--- src/rtl/sf_input_pkg.sv ---
// Shared controller-word layout used by the input conditioner and the game core.
package sf_input_pkg;

    localparam int unsigned CTRL_W           = 7;
    localparam int unsigned BTN_LEFT         = 0;
    localparam int unsigned BTN_RIGHT        = 1;
    localparam int unsigned BTN_UP           = 2;
    localparam int unsigned BTN_DOWN         = 3;
    localparam int unsigned BTN_ATTACK       = 4;
    localparam int unsigned BTN_SHIELD       = 5;
    localparam int unsigned BTN_ATTACK_PULSE = 6;

    typedef struct packed {
        logic attack_pulse;
        logic shield;
        logic attack;
        logic down;
        logic up;
        logic right;
        logic left;
    } ctrl_word_t;

    // Opposing directions cancel: both pressed reads as neither.
    function automatic logic [1:0] resolve_axis(input logic neg, input logic pos);
        return {pos & ~neg, neg & ~pos};
    endfunction

endpackage

--- src/rtl/player_input_conditioner_debounce_cell.sv ---
// Two-flop synchronizer followed by a stable-window debouncer, pressed=1 polarity.
module debounce_cell #(
    parameter int unsigned DEBOUNCE_CYCLES = 1_000_000
) (
    input  logic clk,
    input  logic rst_l,
    input  logic raw,
    output logic stable
);

    localparam int unsigned CNT_W = $clog2(DEBOUNCE_CYCLES);

    logic             sync1;
    logic             sync2;
    logic [CNT_W-1:0] cnt;
    logic [CNT_W-1:0] cnt_next;
    logic             stable_next;

    // Any sample matching the accepted level restarts the window.
    always_comb begin
        stable_next = stable;
        cnt_next    = '0;
        if (sync2 != stable) begin
            if (cnt == CNT_W'(DEBOUNCE_CYCLES - 1)) begin
                stable_next = sync2;
            end else begin
                cnt_next = cnt + CNT_W'(1);
            end
        end
    end

    always_ff @(posedge clk or negedge rst_l) begin
        if (!rst_l) begin
            sync1  <= 1'b0;
            sync2  <= 1'b0;
            cnt    <= '0;
            stable <= 1'b0;
        end else begin
            sync1  <= raw;
            sync2  <= sync1;
            cnt    <= cnt_next;
            stable <= stable_next;
        end
    end

endmodule

--- src/rtl/player_input_conditioner.sv ---
// Per-player front end: debounce six pins, resolve opposing directions, emit packed word.
module player_input_conditioner
    import sf_input_pkg::*;
#(
    parameter int unsigned DEBOUNCE_CYCLES = 1_000_000
) (
    input  logic              clk,
    input  logic              rst_l,
    input  logic              left_l,
    input  logic              right_l,
    input  logic              up_l,
    input  logic              down_l,
    input  logic              attack,
    input  logic              shield,
    output logic [CTRL_W-1:0] controller_inputs
);

    logic       left_s;
    logic       right_s;
    logic       up_s;
    logic       down_s;
    logic       attack_s;
    logic       shield_s;
    logic       attack_hist;
    ctrl_word_t word_next;

    // Active-low pins are inverted ahead of the synchronizer so a reset-zero flop means released.
    debounce_cell #(.DEBOUNCE_CYCLES(DEBOUNCE_CYCLES)) u_left (
        .clk(clk), .rst_l(rst_l), .raw(~left_l), .stable(left_s)
    );
    debounce_cell #(.DEBOUNCE_CYCLES(DEBOUNCE_CYCLES)) u_right (
        .clk(clk), .rst_l(rst_l), .raw(~right_l), .stable(right_s)
    );
    debounce_cell #(.DEBOUNCE_CYCLES(DEBOUNCE_CYCLES)) u_up (
        .clk(clk), .rst_l(rst_l), .raw(~up_l), .stable(up_s)
    );
    debounce_cell #(.DEBOUNCE_CYCLES(DEBOUNCE_CYCLES)) u_down (
        .clk(clk), .rst_l(rst_l), .raw(~down_l), .stable(down_s)
    );
    debounce_cell #(.DEBOUNCE_CYCLES(DEBOUNCE_CYCLES)) u_attack (
        .clk(clk), .rst_l(rst_l), .raw(attack), .stable(attack_s)
    );
    debounce_cell #(.DEBOUNCE_CYCLES(DEBOUNCE_CYCLES)) u_shield (
        .clk(clk), .rst_l(rst_l), .raw(shield), .stable(shield_s)
    );

    // Pulse on a stable attack rising edge; a held shield swallows it outright.
    always_comb begin
        word_next                   = '0;
        {word_next.right, word_next.left} = resolve_axis(left_s, right_s);
        {word_next.down, word_next.up}    = resolve_axis(up_s, down_s);
        word_next.attack            = attack_s;
        word_next.shield            = shield_s;
        word_next.attack_pulse      = attack_s & ~attack_hist & ~shield_s;
    end

    always_ff @(posedge clk or negedge rst_l) begin
        if (!rst_l) begin
            attack_hist       <= 1'b0;
            controller_inputs <= '0;
        end else begin
            attack_hist       <= attack_s;
            controller_inputs <= word_next;
        end
    end

endmodule

--- config.mk ---
export PLATFORM = sky130hd
export DESIGN_NAME = player_input_conditioner
export DESIGN_NICKNAME = d
export VERILOG_FILES = /design/src/rtl/sf_input_pkg.sv /design/src/rtl/player_input_conditioner_debounce_cell.sv /design/src/rtl/player_input_conditioner.sv
export SDC_FILE = /design/constraint.sdc
export NUM_CORES = 1
export LEC_CHECK = 0
export ABC_AREA = 1
export BUFFER_PORTS_ARGS = -buffer_cell sky130_fd_sc_hd__buf_2
export CORE_ASPECT_RATIO = 0.9
export CORE_MARGIN = 3
export CORE_UTILIZATION = 60
export DETAILED_ROUTE_END_ITERATION = 8
export PLACE_DENSITY_LB_ADDON = 0.2
export SYNTH_ARGS = -nofsm -noshare
export SYNTH_HDL_FRONTEND = slang
export SYNTH_HIERARCHICAL = 1
export SYNTH_SLANG_ARGS = --single-unit
--- constraint.sdc ---
create_clock -name clk -period 2.3 [get_ports clk]
set_input_delay 0.345 -clock clk [delete_from_list [all_inputs] [get_ports clk]]
set_output_delay 0.345 -clock clk [all_outputs]
set_load 0.01 [all_outputs]
; Word-level counts from Yosys, hierarchy flattened
; Cells that the tools add are included.
[op_classes]
eq_ne = 12
n_addsub = 6
mux = 12
n_reduce_logical = 6
n_bitwise = 16
[ops]
columns = operator, count
row1 = $mux W20, 12
row2 = $add A20 B1 Y20 const B, 6
row3 = $eq A20 B20 Y1 const B, 6
row4 = $reduce_and A2 Y1, 6
row5 = $not A1 Y1, 10
row6 = $and A1 B1 Y1, 6
row7 = $ne A1 B1 Y1, 6
[totals]
wordCells = 78
regBits = 146
in_bits = 8
output_inout_bits = 7

; Longest topological paths before layout
[logic_depth]
word_depth = 3
depth_mapped = 9
ltp_nobuf = 9

; Cells and area by module
; Netlist, hierarchy kept.
[by_module_without_submodules]
columns = module, n_inst, area_each_um2, cells_per_inst, seq_area_each_um2
row1 = debounce_cell, 6, 1287.5, 161, 575.6
row2 = player_input_conditioner, 1, 241.5, 23, 175.2

; Worst setup path after synthesis
; OpenSTA, ideal clock, no wires.
[synth_path]
kind = register to register
start = register u_shield.cnt[0]
end = register u_shield.cnt[5]
setup_time_ns = 0.121
arrival_ns = 1.149
setup_slack_ns = 1.031
required_time_ns = 2.179
path_stages_with_launch = 7
synth_period_minus_slack_ns = 1.269
n_path_buf = 0
cell_sequence = dfrtp_1 -> ha_1 -> nand3_1 -> nor2_2 -> nand3_1 -> nand2_2 -> nor2_1
[synth_between]
elab_chain_len = 3
word_cells_on_any_way = 4
cone_classes = add/sub: 1 / eq/ne: 1 / mux: 2
[synth_lines]
columns = element, line
row1 = "start, declared", player_input_conditioner_debounce_cell.sv:15  ; logic [CNT_W-1:0] cnt;
row2 = "start signal, assigned", player_input_conditioner_debounce_cell.sv:41  ; cnt <= cnt_next;
row3 = $add A20 B1 Y20 or $eq A20 B20 Y1 (tied branches), "player_input_conditioner_debounce_cell.sv:27, player_input_conditioner_debounce_cell.sv:24"
row4 = $mux W20 *, player_input_conditioner_debounce_cell.sv:24  ; if (cnt == CNT_W'(DEBOUNCE_CYCLES - 1)) begin
row5 = $mux W20 *, player_input_conditioner_debounce_cell.sv:23  ; if (sync2 != stable) begin
row6 = net u_shield.cnt_next[5], player_input_conditioner_debounce_cell.sv:16  ; logic [CNT_W-1:0] cnt_next;
; Mark *: on every way through the listed nets, which the timed path passes. The rest lies on a longest branch.
; A chain may end at the register's enable or synchronous reset.

; Final worst setup path
[layout_path]
start = register u_left.cnt[0]
end = register u_left.cnt[5]
[layout_between]
elab_chain_len = 3
word_cells_on_any_way = 4
cone_classes = add/sub: 1 / eq/ne: 1 / mux: 2
[layout_lines]
columns = element, line
row1 = "start, declared", player_input_conditioner_debounce_cell.sv:15
row2 = "start signal, assigned", player_input_conditioner_debounce_cell.sv:41
row3 = $add A20 B1 Y20 or $eq A20 B20 Y1 (tied branches), "player_input_conditioner_debounce_cell.sv:27, player_input_conditioner_debounce_cell.sv:24"
row4 = $mux W20 *, player_input_conditioner_debounce_cell.sv:24
row5 = $mux W20 *, player_input_conditioner_debounce_cell.sv:23
row6 = net u_left.cnt_next[5], player_input_conditioner_debounce_cell.sv:16
; Marked as above.

==> run metrics <==
setup TNS=0 ns; Combinational Power Share=3.0%; worst slew pin tran=0.494 ns; HP Class=in -> reg; post-synth top area share=45.5%; crit end category=register; Rel. slew slack=67.1%; Final ANT Viol Nets=0; main flop type after synthesis=dfrtp_1; Starting Density=62.1%; ys async rst share=100%; Die ar.=14700 um2; die height=115 um; first-pass GRT wire length=28.1 mm; Post-synth EDFFs=0; CTS tree=yes; internal power=4.64 mW; Netlist Area Pre-Place=7970 um2; hold path startpoint=attack; worst endpoint required time=2.60 ns; # diodes=0; total number of vias=6241; count leader, synth=nor2_1; sequential fraction of the synthesis area=45.5%; peak supply drop=0.816 mV; Yosys warning count=6; P&R area growth vs syn=12.3%; Distinct cells, synth=23; final setup fails=0; Clock Skew=0.0102 ns; # H-tree levels=4; Chip Width=127 um; RR Startpoint=u_left/cnt[0]; clock buffer count from CTS=17; largest net degree at the start of global routing=55; Commonest cells post-synth=nor2_1 (220), nand2_1 (157), dfrtp_1 (145), inv_1 (99), nand3_1 (72); status=finished clean; worst-path fanout max=7; Synth Register Bits=145; DRC violation count after routing=0; Post-Syn Area per Cell=8.05 um2; initial antenna violation count=0; Setup CP Type=reg -> reg; WP data arrival=1.79 ns; fin. max-slew vios=0; max frequency=0.671 GHz; NetSw=1.16 mW; final hold vios=0; I/O Buffers=14; Root Buffer=clkbuf_16; GPL Wtd Cong=0.920; core area=12800 um2; final WL=15.5 mm; vias in the first global route=6056; PwrDens=649 nW/um2; Post-CTS Resized=0; Clock power frac=51.9%; clock-pin transition on the worst setup and hold timing paths=0.06 ns; drt initial violations=436; max_cap viols=0; RSZ-0062 raised after global routing=false; gr ovfl total=0; drt pass-1 iters=8; leakage power=3.83 nW; clk sinks=145; Gate Count Post-Synth=989; CP Launch Type=register; largest area contributor in the netlist=dfrtp_1; Syn Nets=1003; Critical Path Start=u_left/cnt[0]; main area contributors after synthesis=dfrtp_1 (46%), nor2_1 (10%), nand2_1 (7.4%); GRT Util Overall=23.5%; Hold Worst Slack=0.0355 ns; Post-CTS Setup Bufs=0; Final nets=1040; Util after Layout=69.7%; num ports=15; part of the power in registers=45.1%; clock buffer depth=2; Post-DP HPWL=11.4 mm; Clock Latency Late Sink=0.42 ns; share of cells above drive strength 1=18.5%; switching share of power=20.1%; Final min period=1.49 ns; Vias/cell=5.20; num rows=39; final critical-path share of the clock period=64.8%; WL/cell=12.9 um
## worst max-delay path: stages, from the launching register on
cell and delay (ns):
dfrtp_1 0.38, ha_1 0.21, nand3_1 0.14, nor2_2 0.20
nand3_1 0.18, nand2_2 0.19, nor2_1 0.07
## power by group through the flow
| stage | sequential [mW] | clock (mW) | combinational (mW) |
|---|---|---|---|
| 2_1_floorplan | 2.65 | 0 | 0.0891 |
| 3_3_place_gp | 2.66 | 0 | 0.175 |
| 3_5_place_dp | 2.66 | 0 | 0.179 |
| 4_1_cts | 2.61 | 3.08 | 0.183 |
| 5_1_grt | 2.62 | 3.18 | 0.208 |
| 6_report | 2.61 | 3.01 | 0.176 |
## stage by stage
step / power [mW] / cell area (um2) / worst slack, ns / instances
2_1_floorplan: 2.74 / 7970 / 1.03 / 989
3_3_place_gp: 2.83 / 8280 / 0.877 / 1170
3_5_place_dp: 2.84 / 8280 / 0.837 / 1170
4_1_cts: 5.87 / 8940 / 0.806 / 1201
5_1_grt: 6.01 / 8940 / 0.638 / 1201
6_report: 5.80 / 8940 / 0.810 / 1201
## cell type report
type | instances | area [um2]
fillers | 1061 | 3890
clock buffers | 21 | 470
inverters | 105 | 394
multi-input cells | 738 | 3940
flip-flops and latches | 145 | 3630
clock inverters | 9 | 179
repair buffers | 19 | 129
well taps | 164 | 205
## sequential cells by signal, indices dropped and copies added, names as in the netlist, 7 cells and up
name	cells
u_down/cnt	20
u_shield/cnt	20
u_up/cnt	20
u_right/cnt	20
u_attack/cnt	20
controller_inputs	7
u_left/cnt	20
## what timing repair did
action / 4_1_cts / 5_1_grt
hold buffers: 1 / 0
endpoints found under the hold margin: 50 / 0
endpoints found under the setup margin: 0 / 0
## layer usage
| metal | global-route usage (%) | wire length, um |
|---|---|---|
| met1 | 33.0 | 7520 |
| met2 | 37.2 | 7350 |
| met3 | 5.29 | 476 |
| met4 | 6.65 | 130 |
| met5 | 0 | 0 |
## placed cells by master (no fill, tap or decap)
master,count
nor3b_2,12
xor2_1,42
clkbuf_1,1
o21ai_0,18
buf_6,1
xor2_2,6
clkinv_2,1
nand2_2,36
nor2_1,220
buf_2,13
xnor2_1,12
nor2_2,55
dfrtp_1,145
buf_12,1
nor2_4,18
nand4_1,24
nor3_1,18
a21oi_1,12
inv_6,1
o21ai_1,12
clkbuf_8,3
nand3b_1,6
clkinvlp_4,2
nand3_1,72
ha_1,6
nand3_2,6
bufinv_16,5
buf_4,3
inv_2,6
or2_2,6
dlygate4sd3_1,1
clkbuf_16,17
inv_1,99
nand2_1,157
## worst paths after layout
check | to | slack [ns] | cells past startpoint
max in group asynchronous | u_up/sync1 | 1.13 | 3
min in group asynchronous | u_left/cnt[17] | 0.45 | 2
worst min-delay path | u_attack/sync1 | 0.04 | 1
worst max register to register | u_left/cnt[5] | 0.81 | 6
worst max-delay path | u_left/cnt[5] | 0.81 | 6
worst min register to register | u_right/sync2 | 0.35 | 0
## cell families (layout without fill, tap and decap cells)
family | after synthesis | count (layout) | share of synthesized area, %
AND/OR/NAND/NOR | 630 | 630 | 38.7
flip-flops | 145 | 145 | 45.5
buffers and inverters | 106 | 154 | 5.04
XOR/XNOR | 60 | 60 | 7.16
AO/OA/AOI/OAI | 42 | 42 | 2.64
adder cells (fa/ha/maj) | 6 | 6 | 0.942
Note: power is estimated with default switching activity, not from simulation.
